[config.mk]
export PLATFORM = sky130hd
export DESIGN_NAME = regfile_wb_queue
export DESIGN_NICKNAME = d
export VERILOG_FILES = /design/src/rtl/regfile_wb_queue.sv
export SDC_FILE = /design/constraint.sdc
export NUM_CORES = 1
export LEC_CHECK = 0
export BUFFER_PORTS_ARGS = -buffer_cell sky130_fd_sc_hd__buf_2
export CORE_ASPECT_RATIO = 1.2
export CORE_UTILIZATION = 45
export DETAILED_ROUTE_END_ITERATION = 6
export PLACE_DENSITY_LB_ADDON = 0.15
export SYNTH_ARGS = -nofsm -noshare
export SYNTH_HDL_FRONTEND = slang
export SYNTH_SLANG_ARGS = --single-unit
[constraint.sdc]
create_clock -name clk -period 5.8 [get_ports clk]
set_input_delay 1.16 -clock clk [delete_from_list [all_inputs] [get_ports clk]]
set_output_delay 1.16 -clock clk [all_outputs]
set_load 0.01 [all_outputs]
[src/rtl/regfile_wb_queue.sv]
// Writeback feeder for the register file: merges ALU and load results into an in-order
// FIFO, drains one entry per cycle onto wb_*, and exports a per-register pending mask.
module regfile_wb_queue #(
    parameter int DEPTH = 4,
    parameter int AW    = 5,
    parameter int DW    = 32
) (
    input  logic                     clk,
    input  logic                     reset,
    input  logic                     alu_valid,
    input  logic [AW-1:0]            alu_rd,
    input  logic [DW-1:0]            alu_data,
    output logic                     alu_ready,
    input  logic                     mem_valid,
    input  logic [AW-1:0]            mem_rd,
    input  logic [DW-1:0]            mem_data,
    output logic                     mem_ready,
    output logic                     wb_we,
    output logic [AW-1:0]            wb_addr,
    output logic [DW-1:0]            wb_data,
    output logic [31:0]              busy_mask,
    output logic [$clog2(DEPTH):0]   count
);
    localparam int PW = $clog2(DEPTH);
    localparam int CW = PW + 1;
    localparam logic [CW-1:0] DEPTH_C = CW'(DEPTH);

    logic [AW-1:0] rd_mem_q   [DEPTH];
    logic [DW-1:0] data_mem_q [DEPTH];

    logic [PW-1:0] rd_ptr_q, rd_ptr_d;
    logic [PW-1:0] wr_ptr_q, wr_ptr_d;
    logic [CW-1:0] count_q, count_d;
    logic          wb_we_q;
    logic [AW-1:0] wb_addr_q;
    logic [DW-1:0] wb_data_q;

    logic [CW-1:0] free;
    logic          push_mem, push_alu, pop;
    logic [PW-1:0] alu_slot;

    // Readiness depends only on occupancy and mem_valid so the ALU path stays short.
    always_comb begin
        free      = DEPTH_C - count_q;
        mem_ready = (free >= CW'(1));
        alu_ready = (free >= CW'(2)) || ((free == CW'(1)) && !mem_valid);
        push_mem  = mem_valid && mem_ready && (mem_rd != '0);
        push_alu  = alu_valid && alu_ready && (alu_rd != '0);
        pop       = (count_q != '0);
        alu_slot  = wr_ptr_q + PW'(push_mem);
        wr_ptr_d  = wr_ptr_q + PW'(push_mem) + PW'(push_alu);
        rd_ptr_d  = rd_ptr_q + PW'(pop);
        count_d   = count_q + CW'(push_mem) + CW'(push_alu) - CW'(pop);
    end

    // The load result is older than a same-cycle ALU result, so it takes the lower slot.
    always_ff @(posedge clk) begin
        if (push_mem) begin
            rd_mem_q[wr_ptr_q]   <= mem_rd;
            data_mem_q[wr_ptr_q] <= mem_data;
        end
        if (push_alu) begin
            rd_mem_q[alu_slot]   <= alu_rd;
            data_mem_q[alu_slot] <= alu_data;
        end
    end

    always_ff @(posedge clk) begin
        if (reset) begin
            rd_ptr_q  <= '0;
            wr_ptr_q  <= '0;
            count_q   <= '0;
            wb_we_q   <= 1'b0;
            wb_addr_q <= '0;
            wb_data_q <= '0;
        end else begin
            rd_ptr_q <= rd_ptr_d;
            wr_ptr_q <= wr_ptr_d;
            count_q  <= count_d;
            wb_we_q  <= pop;
            if (pop) begin
                wb_addr_q <= rd_mem_q[rd_ptr_q];
                wb_data_q <= data_mem_q[rd_ptr_q];
            end
        end
    end

    logic [31:0] entry_hot [DEPTH];

    generate
        for (genvar gi = 0; gi < DEPTH; gi++) begin : g_entry
            logic [PW-1:0] offset;
            assign offset        = PW'(gi) - rd_ptr_q;
            assign entry_hot[gi] = ({1'b0, offset} < count_q) ? (32'(1) << rd_mem_q[gi]) : 32'(0);
        end
    endgenerate

    always_comb begin
        busy_mask = wb_we_q ? (32'(1) << wb_addr_q) : 32'(0);
        for (int i = 0; i < DEPTH; i++) begin
            busy_mask = busy_mask | entry_hot[i];
        end
    end

    assign wb_we   = wb_we_q;
    assign wb_addr = wb_addr_q;
    assign wb_data = wb_data_q;
    assign count   = count_q;
endmodule

==> results.md, run 1 <==
- VDD sags by at most ~0.35 mV.
- Synthesis handed over a netlist of 843 instances.
- The total chip power is roughly 6.9 mW.
- The mean post-synth cell area is between 10 and 15 sq um.
- The initial antenna violation count is 2.
- After routing, the total negative slack on setup checks comes to 0 ns.
- The flow ran to the end, but the final reports show violations.
- The HPWL after detailed placement is around 19 mm.
- The final reports fail on design-rule violations.
- On the final layout, the worst clock skew is 0.0137 ns.
- The share of total power dissipated in sequential elements is 0.369.
- For this run, asynchronously set or reset flops after synthesis account for 0.
- The tightest min-delay check is of the reg -> reg type.
- In this run the power density over the cells is ~560 mW/mm^2.
- In this run, synthesis produced a sequential element count of 193.
- The fraction of final layout cells sized beyond drive strength 1 is 0.380.
- Across all layers, the routed design uses about 7600 vias.
- The transition time of the tightest slew-check pin is 1.27 ns.
- The worst setup slack for register-to-register paths is approximately 1.2 ns.
- The static leakage is 4.61 nW.
- The total congestion overflow after global routing is 0.
- The floorplan step set the die width to roughly 140 um.
- The number of different library cells in the post-synthesis netlist is 44.
- The buffer cell driving the clock tree root is sky130_fd_sc_hd__clkbuf_16.
- The deepest clock path buffer count is 2.
- The routed wirelength normalized by instance count is ~22 um.
- The core region is roughly 0.023 sq mm.
- The maximum fanout along the worst path is 21.
- At the worst endpoint, the required time is 5.99 ns.
- The placer congestion estimate is a little over 0.9.
- For this design the total switching power over the nets is 2.67 mW.
- The die outline height is 170 um.
- The critical path goes through inv_1 > ha_1 > ha_2 > or4b_2 > o211ai_1 > inv_1 > ha_1 > xor2_2 > or4b_2 > buf_4 > mux2_4.
- The total cell area at the placement stage is ~0.012 sq mm.
- The share of the clock period used by the worst path after layout is 0.801.
- CTS built an H-tree with a depth of 4.
- The critical path's largest stage delay is 1.00 ns.
- The initial cell density of the core is 0.464.
- Of the synthesized area, sequential elements account for 0.508.
- The worst-path cell with the longest stage delay is sky130_fd_sc_hd__or4b_2.
- At the worst endpoint, the arrival time is 4.83 ns.
- STA classifies the critical path startpoint as a flop.
- In this run the cell area of the synthesized design comes to roughly 0.011 sq mm.
- Once the clock tree was built, the resizer swapped 0 gates to a different size.
- The internal portion of the total power is 4.19 mW.
- In the global route stage, overall resource usage came out at 0.242.
- The DRC violation count after routing is 8.
- The number of clock buffers added by TritonCTS is 17.
- The path type of the worst setup path is reg -> reg.
- The I/O pin total is 153.
- The total setup buffers inserted after CTS is 0.
- The total count of max-transition violations in the final report was 0.
- For this run, the leading register cell type out of synthesis is sky130_fd_sc_hd__edfxtp_1.
- After synthesis, the cell types taking the most area are sky130_fd_sc_hd__edfxtp_1 42%, sky130_fd_sc_hd__mux2_2 10%, sky130_fd_sc_hd__dfxtp_1 8.6%, sky130_fd_sc_hd__mux4_2 7.9%, sky130_fd_sc_hd__nand2_1 4.2%.
- TritonCTS built the clock tree.
- The number of vias per cell is approximately 5.8.
- The sink count of the clock tree is about 190.
- The count of nets after finishing is 1075.
- Entering global routing, the biggest net connects between 40 and 50 pins.
- The share of synthesized area in the top cell type comes to 0.422.
- The via count of the first global-routing pass is roughly 7700.
- The cell area after layout is 0.0123 sq mm.
- The tool flagged a number of max-cap violations equal to 0.
- In this run, synthesis inferred ~150 flip-flops with an integrated enable.
- Wires add up to around 28 mm.
- Clock-pin slew was measured on the worst setup and hold paths at roughly 0.07 ns.
- Timing would allow up to about 220 MHz.
- The diode insertion count for antenna repair is 0.
- The share of total power dissipated in the clock network is 0.179.
- The final number of setup-violating endpoints is 0.
- The net switching fraction of the power is 0.389.
- The kind of end point of the critical path is a flop.
- The clock insertion delay at the later pin of the skew report is between 0.4 and 0.5 ns.
- The area added between synthesis and finish is 16.5%.
- In this run the tightest slew margin relative to its limit is 0.148.
- The biggest area consumer among synthesized cells is sky130_fd_sc_hd__edfxtp_1.
- In this run the core area contains 60 standard-cell rows.
- The first global-routing pass estimated roughly 44 mm of wire.
- The family with the most delay on the worst path is simple AND/OR/NAND/NOR gates.
- The violation count after the first detailed-route iteration is 472.
- The first TritonRoute pass finished after 7 iterations.
- The number of nets produced by synthesis is just over 900.
- The detail route stage leaves a number of antenna-violating nets equal to 0.
- The die area is 0.0240 sq mm.
- Setup repair after global routing left no endpoint under its margin.
- The total of warnings raised by yosys is 0.
- Together, buffers and inverters on the worst path number 3.
- The final hold violation count was 0.
- After layout, the minimum clock period comes to 4.64 ns.
- The count of buffers from port buffering is around 150.
- The count of hold-fix buffers inserted at cts is 0.
- The combinational cell fraction of total power is 0.452.
Yosys cell counts (2+ instances only):
| cell | count |
|---|---|
| sky130_fd_sc_hd__dfxtp_1 | 45 |
| sky130_fd_sc_hd__nand3_1 | 32 |
| sky130_fd_sc_hd__nand2_1 | 119 |
| sky130_fd_sc_hd__mux2_1 | 31 |
| sky130_fd_sc_hd__a21oi_1 | 37 |
| sky130_fd_sc_hd__nand2b_1 | 15 |
| sky130_fd_sc_hd__a211oi_1 | 3 |
| sky130_fd_sc_hd__buf_4 | 5 |
| sky130_fd_sc_hd__a22oi_1 | 56 |
| sky130_fd_sc_hd__a211oi_2 | 4 |
| sky130_fd_sc_hd__edfxtp_1 | 148 |
| sky130_fd_sc_hd__ha_1 | 12 |
| sky130_fd_sc_hd__or4_1 | 3 |
| sky130_fd_sc_hd__buf_6 | 6 |
| sky130_fd_sc_hd__xnor2_1 | 5 |
| sky130_fd_sc_hd__nor4b_2 | 3 |
| sky130_fd_sc_hd__a32oi_1 | 8 |
| sky130_fd_sc_hd__mux4_2 | 37 |
| sky130_fd_sc_hd__nor3_1 | 22 |
| sky130_fd_sc_hd__mux2_4 | 19 |
| sky130_fd_sc_hd__buf_2 | 10 |
| sky130_fd_sc_hd__nor2b_1 | 13 |
| sky130_fd_sc_hd__mux2_2 | 98 |
| sky130_fd_sc_hd__fa_1 | 2 |
| sky130_fd_sc_hd__clkbuf_1 | 28 |
| sky130_fd_sc_hd__nor3b_1 | 4 |
| sky130_fd_sc_hd__nor2_1 | 41 |
| sky130_fd_sc_hd__nor4_1 | 4 |
| sky130_fd_sc_hd__inv_1 | 15 |
| sky130_fd_sc_hd__buf_1 | 4 |
worst paths after layout:
check | start | to | cells after the start
setup / recovery | count[1]$_SDFF_PP0_ | data_mem_q[2][26]$_DFFE_PP_ | 11
hold / removal | wb_data[20]$_SDFFE_PP0N_ | wb_data[20]$_SDFFE_PP0N_ | 2
setup reg to reg | count[1]$_SDFF_PP0_ | data_mem_q[2][26]$_DFFE_PP_ | 11
hold reg to reg | wb_data[20]$_SDFFE_PP0N_ | wb_data[20]$_SDFFE_PP0N_ | 2
per-stage QoR:
step | util | worst slack [ns] | hold slack (ns) | instances
5_1_grt | 0.541 | 0.913 | 0.479 | 1306
3_5_place_dp | 0.514 | 0.847 | 0.446 | 1274
3_3_place_gp | 0.514 | 0.910 | 0.440 | 1274
6_report | 0.541 | 1.16 | 0.457 | 1306
4_1_cts | 0.541 | 1.12 | 0.456 | 1306
2_1_floorplan | - | 0.746 | 0.476 | 843
sequential cells by signal, indices dropped and copies added (netlist names):
name	cells
count	3
rd_mem_q	20
wb_data	32
rd_ptr_q	2
wb_we	1
wr_ptr_q	2
data_mem_q	128
wb_addr	5
worst register-to-register path, stage by stage (launching register included):
cell and delay [ns]:
sky130_fd_sc_hd__dfxtp_1 0.42, sky130_fd_sc_hd__inv_1 0.18, sky130_fd_sc_hd__ha_1 0.23, sky130_fd_sc_hd__ha_2 0.32, sky130_fd_sc_hd__or4b_2 0.60, sky130_fd_sc_hd__o211ai_1 0.26, sky130_fd_sc_hd__inv_1 0.15, sky130_fd_sc_hd__ha_1 0.24
sky130_fd_sc_hd__xor2_2 0.27, sky130_fd_sc_hd__or4b_2 1.00, sky130_fd_sc_hd__buf_4 0.41, sky130_fd_sc_hd__mux2_4 0.33
power groups by stage:
stage               clock (mW)  sequential (mW)  combinational [mW]
finish                    1.23             2.53                3.09
global route              1.29             2.59                3.33
CTS                       1.24             2.53                3.12
detailed placement           0             2.56                3.11
global placement             0             2.54                3.09
floorplan                    0             2.48                2.08
routing by layer:
layer  wire, um  vias to the layer above  track usage
li1           -                     3485            -
met2      14500                      307        0.434
met1      11700                     3728        0.297
met3       1590                       46       0.0389
met5         26                        -            0
met4        585                        4       0.0790
placed cells by master (no fill, tap or decap), types with 11 or more instances in the layout:
master                      count
sky130_fd_sc_hd__mux4_2        37
sky130_fd_sc_hd__mux2_1        31
sky130_fd_sc_hd__inv_1         15
sky130_fd_sc_hd__a21oi_1       37
sky130_fd_sc_hd__edfxtp_1     148
sky130_fd_sc_hd__nand3_1       32
sky130_fd_sc_hd__mux2_2        98
sky130_fd_sc_hd__a22oi_1       56
sky130_fd_sc_hd__clkbuf_16     19
sky130_fd_sc_hd__dfxtp_1       43
sky130_fd_sc_hd__buf_4         20
sky130_fd_sc_hd__nor2b_1       13
sky130_fd_sc_hd__ha_1          11
sky130_fd_sc_hd__buf_2        152
sky130_fd_sc_hd__nor2_1        41
sky130_fd_sc_hd__nor3_1        21
sky130_fd_sc_hd__mux2_4        19
sky130_fd_sc_hd__nand2_1      119
sky130_fd_sc_hd__nand2b_1      15
cells by family (layout without fill, tap and decap cells):
kind of cell,Yosys count,count (layout),synth area share
AO/OA/AOI/OAI,114,114,0.0754
AND/OR/NAND/NOR,263,263,0.117
flip-flops,193,193,0.508
adder cells (fa/ha/maj),14,14,0.0181
XOR/XNOR,6,6,0.00571
multiplexers,185,185,0.244
buffers and inverters,68,221,0.0315
layout make-up:
type	count	area, sq um
multi-input combinational	582	4900
sequential	193	5350
fill	2016	10400
clock buffer	26	522
clock inverter	6	93.8
tap	310	388
inverter	15	56.3
timing repair buffer	174	951
No activity file was read; power rests on OpenSTA's default activity.
==> run 2, diff against run 1 <==
==> constraint.sdc (replaced) <==
create_clock -name clk -period 4.53 [get_ports clk]
set_input_delay 0.906 -clock clk [delete_from_list [all_inputs] [get_ports clk]]
set_output_delay 0.906 -clock clk [all_outputs]
set_load 0.01 [all_outputs]
==> run 2 against run 1 <==
- the flow now finishes without violations
- wire length shrank 0.18%
- final area grew 0.46%
- critical path depth shrank 4
- global-route usage grew 0.086 points
- first-iteration DRC count grew 16%
- sequential share of layout area shrank 0.20 points
- die area is the same
==> results.md, run 2 (same netlist as run 1, synthesis figures left out) <==
- Leaving out fill and tap cells, the most frequent cells in the layout are 152 x sky130_fd_sc_hd__buf_2, 148 x sky130_fd_sc_hd__edfxtp_1, 119 x sky130_fd_sc_hd__nand2_1.
- The number of rows in the core area is 60.
- The first global-routing pass estimated 43.7 mm of wire.
- The transition time of the tightest slew-check pin is approximately 1.2 ns.
- The max-capacitance violation count is 0.
- The share of total power dissipated in the clock network is 0.172.
- Dividing the detail-routed via count by the number of cells gives around 5.8.
- The data arrival time at the worst-slack endpoint is between 3 and 4 ns.
- The diode insertion count for antenna repair is 0.
- The routed wirelength normalized by instance count is ~22 um.
- Of the total power, registers draw 0.367.
- The total negative slack is 0 ns.
- After detailed routing, the met3 layer carries 1.77 mm of wire.
- The register ranked first by flip-flop count is data_mem_q.
- The half-perimeter wire length after placement is about 19 mm.
- Routed signal wires occupy layers up through met4.
- The flow ran to the end, and the final reports show no timing, DRC or antenna violations.
- Across all register-to-register paths, the minimum setup slack is 0.48 ns.
- The total of fill cells in the finished design is around 2000.
- The combinational cell fraction of total power is 0.460.
- The analysis attributes to net switching a power of between 3 and 4 mW.
- The core utilization of the finished layout is 0.543.
- Along the worst path, the maximum fanout reaches 19.
- The total detailed-routing wirelength is roughly 28 mm.
- The footprint of the flip-flops and latches is between 0.005 and 0.006 sq mm.
- The endpoint of the worst setup timing path is busy_mask[13].
- The number of H-tree levels is 4.
- The internal power contribution is 5.31 mW.
- The required time at the endpoint of the critical path is 3.62 ns.
- In this run the vertical extent of the chip is roughly 170 um.
- During I/O placement, the number of pins put on the boundary was approximately 150.
- Clock tree synthesis found a total of approximately 190 sinks.
- In the global route stage, overall resource usage came out at 0.243.
- The final layout contains approximately 1100 nets.
- Across the VDD grid, the largest voltage drop is 0.339 mV.
- The clock tree from TritonCTS is done.
- The DRC violation count after routing is 0.
- The fraction of final layout cells sized beyond drive strength 1 is 0.385.
- The worst hold margin is ~0.45 ns.
- The buffer cell driving the clock tree root is sky130_fd_sc_hd__clkbuf_16.
- Dividing the final minimum period by the clock period gives 0.922.
- In this run the tightest slew margin relative to its limit is 0.217.
- The worst setup path is launched from a flop.
- The terminus of the critical flop-to-flop path is data_mem_q[2][13]$_DFFE_PP_.
- The library cell used most frequently in the layout, excluding fill and tap cells, is sky130_fd_sc_hd__buf_2.
- The routed design could run at a clock period as short as roughly 4.2 ns.
- The count of hold-fix buffers inserted at cts is 0.
- The number of buffers inserted during clock tree synthesis is 17.
- The launch point of the critical path is rd_ptr_q[1]$_SDFF_PP0_.
- The die area is ~0.024 sq mm.
- The clock insertion delay at the later pin of the skew report is ~0.44 ns.
- The detail route stage leaves a number of antenna-violating nets equal to 0.
- The total count of max-transition violations in the final report came to 0.
- The initial cell density of the core is 0.464.
- Port buffering added between 150 and 200 buffers.
- The area added between synthesis and finish is 17.0%.
- The detailed router finished its first iteration with about 550 violations.
- The total chip power is 8.73 mW.
- The reg-to-reg critical path startpoint is count[0]$_SDFF_PP0_.
- The static leakage is 4.64 nW.
- The number of cells traversed by the worst register-to-register path is 11.
- Entering global routing, the biggest net connects 46 pins.
- The number of flip-flops in the largest register is about 130.
- The routed length on met2 is ~14 mm.
- After clock tree synthesis, the clock-pin slew on the worst setup and hold paths is around 0.070 ns.
- The total via count after detailed routing is 7614.
- The routed length on met1 is around 11 mm.
- Counting along the longest clock path gives a buffer depth of 2.
- From left edge to right edge, the die measures ~140 um.
- For this run the aggregate overflow at the end of global routing stands at 0.
- The floorplan step defined a core boundary enclosing 0.0227 sq mm.
- Routability-driven placement finished with a final weighted congestion of 0.937.
- Post-CTS timing repair inserted 0 buffers for setup.
- The via count of the first global-routing pass came to around 7700.
- The worst hold-check path type is reg -> reg.
- Derived from the worst setup path, the maximum achievable clock frequency is roughly 240 MHz.
- The initial antenna violation count was 0.
- The kind of end point of the critical path is an output port.
- The final hold violation count was 0.
- The path type of the worst setup path is reg -> out.
- The total iterations of the first detailed-routing run is 5.
- After clock tree synthesis, the repair step resized 0 gates.
- The startpoint identified for the worst hold timing path is wb_data[20]$_SDFFE_PP0N_.
- Setup repair after global routing left no endpoint under its margin.
- The worst clock skew is roughly 0.013 ns.
- The cell area power density is ~700 mW/mm^2.
- The area occupied by multi-input gates is 0.00489 sq mm.
- Setup violations remaining at the end of the flow were counted as 0.
- The net switching fraction of the power is 0.392.
-- run 2: how the worst min path moves through the flow --
stage,endpoint,slack [ns],cells after the start
after floorplan,wb_data[20]$_SDFFE_PP0N_,0.48,2
after global placement,wb_data[20]$_SDFFE_PP0N_,0.44,2
after detailed placement,wb_data[20]$_SDFFE_PP0N_,0.45,2
after CTS,wb_data[20]$_SDFFE_PP0N_,0.46,2
after global routing,wb_data[17]$_SDFFE_PP0N_,0.48,2
final,wb_data[20]$_SDFFE_PP0N_,0.45,2
-- run 2: critical path: stages, from the launching register on --
cell and delay (ns):
sky130_fd_sc_hd__dfxtp_2 0.67, sky130_fd_sc_hd__xnor2_1 0.20, sky130_fd_sc_hd__ha_1 0.26, sky130_fd_sc_hd__nor2b_1 0.16, sky130_fd_sc_hd__a211oi_2 0.97, sky130_fd_sc_hd__a22oi_1 0.26
sky130_fd_sc_hd__nand3_1 0.17, sky130_fd_sc_hd__buf_2 0.14
-- run 2: stage by stage --
stage / worst slack (ns) / area (sq um) / instances
2_1_floorplan: 0.220 / 10500 / 843
3_3_place_gp: 0.524 / 11700 / 1283
3_5_place_dp: 0.476 / 11700 / 1283
4_1_cts: 0.373 / 12300 / 1315
5_1_grt: 0.190 / 12300 / 1315
6_report: 0.354 / 12300 / 1315
-- run 2: layer usage --
layer,global-route usage,up-vias
met3,0.0403,44
met5,0,-
met4,0.0870,0
li1,-,3511
met2,0.429,309
met1,0.299,3750
-- run 2: area by class of cell --
type / instances / share of cell area
Sequential cell: 193 / 0.434
Clock buffer: 19 / 0.0352
Multi-Input combinational cell: 582 / 0.397
Inverter: 15 / 0.00457
Timing Repair Buffer: 183 / 0.0858
Tap cell: 310 / 0.0315
Clock inverter: 13 / 0.0119
-- run 2: power by group through the flow --
stage / logic (mW) / registers [mW] / clock network [mW]
after floorplan: 2.66 / 3.16 / 0
final: 4.02 / 3.21 / 1.50
after global routing: 4.35 / 3.28 / 1.59
after detailed placement: 4.03 / 3.24 / 0
after global placement: 4.02 / 3.23 / 0
after CTS: 4.04 / 3.21 / 1.53
==> run 3, diff against run 2 <==
--- a/config.mk
+++ b/config.mk
@@ -7,7 +7,7 @@
 export LEC_CHECK = 0
 export BUFFER_PORTS_ARGS = -buffer_cell sky130_fd_sc_hd__buf_2
 export CORE_ASPECT_RATIO = 1.2
-export CORE_UTILIZATION = 45
+export CORE_UTILIZATION = 58
 export DETAILED_ROUTE_END_ITERATION = 6
 export PLACE_DENSITY_LB_ADDON = 0.15
 export SYNTH_ARGS = -nofsm -noshare
==> run 3 against run 2 <==
- the run now ends with design-rule violations left
- hold slack got worse by 0.0035 ns
- clock-buffer cell count increased by 4
- register-to-register slack about the same
- clock power decreased by 6%
- largest power group unchanged
- utilization increased by 15 points
- critical endpoint is now data_mem_q[2][24]$_DFFE_PP_
- critical path depth increased by 4
- critical path type is now reg -> reg
- global-route usage increased by 5.1 points
- highest routed layer is now met5
- clock skew decreased by 0.0035 ns
- combinational power decreased by 1%
- fmax increased by 3.2%
- sequential power about the same
==> results.md, run 3 (same netlist as run 1, synthesis figures left out) <==
- The run finished, with violations left.
- The final reports fail on design-rule violations.
- The initial antenna violation count is 1.
- The critical path in this run is classified as reg -> reg.
- Dividing the final minimum period by the clock period gives 0.894.
- The number of antenna diodes in the final layout is 0.
- The worst-case IR drop observed on VDD is ~0.39 mV.
- At the end of routability-driven placement, the weighted congestion stood at roughly 0.95.
- Data on the critical path arrives at its endpoint at about 4.2 ns.
- The register ranked first by flip-flop count is data_mem_q.
- For the final routed database, the setup TNS stands at 0 ns.
- The endpoint of the worst setup timing path is data_mem_q[2][24]$_DFFE_PP_.
- After detailed routing, the average wire length per cell comes to around 22 um.
- Power spread over the standard cell area amounts to ~710 mW/mm^2.
- The sink count of the clock tree is a little under 200.
- Traced cell by cell, the critical path runs through inv_1 > ha_1 > ha_2 > or4b_2 > o211ai_1 > inv_1 > ha_1 > xor2_2 > or4b_2 > buf_4 > mux2_4.
- The buffer cell driving the clock tree root is sky130_fd_sc_hd__clkbuf_16.
- The worst register-to-register path ends at data_mem_q[2][24]$_DFFE_PP_.
- The residual antenna-violating net count after detailed routing is 0.
- The deepest clock path buffer count is 2.
- During I/O placement, the number of pins put on the boundary was approximately 150.
- The H-tree generated during clock tree synthesis spans 4 levels.
- Headroom to the max-slew limit came out at 0.340.
- The static leakage is 4.63 nW.
- The worst setup path is captured at a flop.
- The die area is 0.0187 sq mm.
- For this design, the slowest cell found on the critical path is sky130_fd_sc_hd__or4b_2.
- The via count of the first global-routing pass came to 7704.
- The total congestion overflow after global routing is 0.
- The count of buffers from port buffering is between 150 and 200.
- The total setup buffers inserted after CTS is 0.
- For this block, the via count after detailed routing is between 7000 and 8000.
- The total detailed-routing wirelength is ~26 mm.
- The area added between synthesis and finish is 15.8%.
- The floorplan has 53 rows.
- The total area inside the core boundary comes to 0.0176 sq mm.
- The number of cells traversed by the worst register-to-register path is 11.
- Setup repair after global routing left no endpoint under its margin.
- The floorplan step set the die width to around 120 um.
- The maximum number of pins on one net before global-route repair is 46.
- At the worst endpoint, the required time is ~4.7 ns.
- The tool flagged a number of max-cap violations equal to 0.
- Total power for the finished layout comes to about 8.6 mW.
- Derived from the worst setup path, the maximum achievable clock frequency is approximately 250 MHz.
- The commonest non-fill, non-tap cell in the layout is sky130_fd_sc_hd__buf_2.
- The post-cts resize count is 0.
- The path class of the tightest hold or removal check is reg -> reg.
- The half-perimeter wire length after placement is approximately 18 mm.
- The total count of max-transition violations in the final report came to 0.
- For this run, the total global-route usage over all layers was measured as 0.294.
- The reg-to-reg critical path startpoint is count[0]$_SDFF_PP0_.
- For the pin with the worst max-slew slack, the measured transition is approximately 1 ns.
- Clock latency on the worst-skew pair, taken at its later pin, is 0.42 ns.
- Between clock sinks in the finished design, the worst skew comes to a little over 0.009 ns.
- The fraction of final layout cells sized beyond drive strength 1 is 0.383.
- The worst setup path is launched from a flop.
- In this run, the number of DRC markers left after iteration 0 of detailed routing was ~800.
- The number of flip-flops in the largest register is about 130.
- The count of nets after finishing is between 1000 and 1500.
- The die outline height is around 150 um.
- The worst hold margin is ~0.45 ns.
- For the finished layout, the period the worst path requires is 4.05 ns.
- Along the worst path, the maximum fanout reaches 20.
- The first global-routing pass estimated 41.4 mm of wire.
- The final hold violation count is 0.
- The clock transition at the registers of the reported paths is ~0.070 ns.
- The launch point of the critical path is count[0]$_SDFF_PP0_.
- The number of vias per cell is 6.22.
- TritonCTS built the clock tree.
- The initial utilization of the core area, before any placement, comes to 0.597.
- The total iterations of the first detailed-routing run is 7.
- In this design, the stage delay of the slowest critical-path cell is roughly 0.64 ns.
- Across all register-to-register paths, the minimum setup slack is roughly 0.48 ns.
- The number of buffers inserted during clock tree synthesis is 17.
- The final number of setup-violating endpoints is 0.
- The DRC violation count after routing is 18.
- The count of hold-fix buffers inserted at cts is 0.
- The top cell types in the final layout, fill and taps aside, are 152 x sky130_fd_sc_hd__buf_2, 148 x sky130_fd_sc_hd__edfxtp_1, 119 x sky130_fd_sc_hd__nand2_1.
run 3: changes by cell type in the layout (fill, tap and decap cells not counted), sizes merged:
cell,change
buf,-1
bufinv,-2
clkbuf,+4
clkinv,-2
clkinvlp,+1
inv,-1
run 3: final cells by class:
type / instances / area, sq um
fill: 1344 / 5460
tap: 220 / 275
clock inverter: 9 / 71.3
clock buffer: 23 / 479
multi-input combinational: 582 / 4890
sequential: 193 / 5350
inverter: 15 / 56.3
timing repair buffer: 182 / 1060
run 3: worst min-delay path by stage:
stage | from | to | slack [ns] | depth (start not counted)
after floorplan | wb_data[20]$_SDFFE_PP0N_ | wb_data[20]$_SDFFE_PP0N_ | 0.48 | 2
after global placement | wb_data[20]$_SDFFE_PP0N_ | wb_data[20]$_SDFFE_PP0N_ | 0.44 | 2
after detailed placement | wb_data[20]$_SDFFE_PP0N_ | wb_data[20]$_SDFFE_PP0N_ | 0.44 | 2
after CTS | wb_data[20]$_SDFFE_PP0N_ | wb_data[20]$_SDFFE_PP0N_ | 0.45 | 2
after global routing | wb_data[25]$_SDFFE_PP0N_ | wb_data[25]$_SDFFE_PP0N_ | 0.48 | 2
final | wb_data[20]$_SDFFE_PP0N_ | wb_data[20]$_SDFFE_PP0N_ | 0.45 | 2
run 3: worst max-delay path: cells and delay by family, from the launching register on:
| kind | cells | cell delay (ns) |
|---|---|---|
| multiplexers | 1 | 0.34 |
| AND/OR/NAND/NOR | 2 | 1.26 |
| adder cells (fa/ha/maj) | 3 | 0.77 |
| buffers and inverters | 3 | 0.53 |
| flip-flops | 1 | 0.46 |
| XOR/XNOR | 1 | 0.28 |
| AO/OA/AOI/OAI | 1 | 0.15 |
run 3: through the flow:
stage,cell area [sq um],util,setup WS [ns],instances
2_1_floorplan,10500,-,0.220,843
3_3_place_gp,11600,0.659,0.584,1192
3_5_place_dp,11600,0.659,0.479,1192
4_1_cts,12200,0.691,0.454,1224
5_1_grt,12200,0.691,0.281,1224
6_report,12200,0.691,0.482,1224
run 3: report_power, final:
part | switching, mW | internal, mW
Combinational | 2.26 | 1.70
Sequential | 0.448 | 2.79
Clock | 0.650 | 0.760
Total | 3.36 | 5.25
run 3: layer usage:
metal,GRT usage,routed length [um],up-vias
met5,0,9,-
met2,0.521,13500,327
met1,0.355,10300,3724
met4,0.117,733,2
li1,-,-,3509
met3,0.0572,1900,57
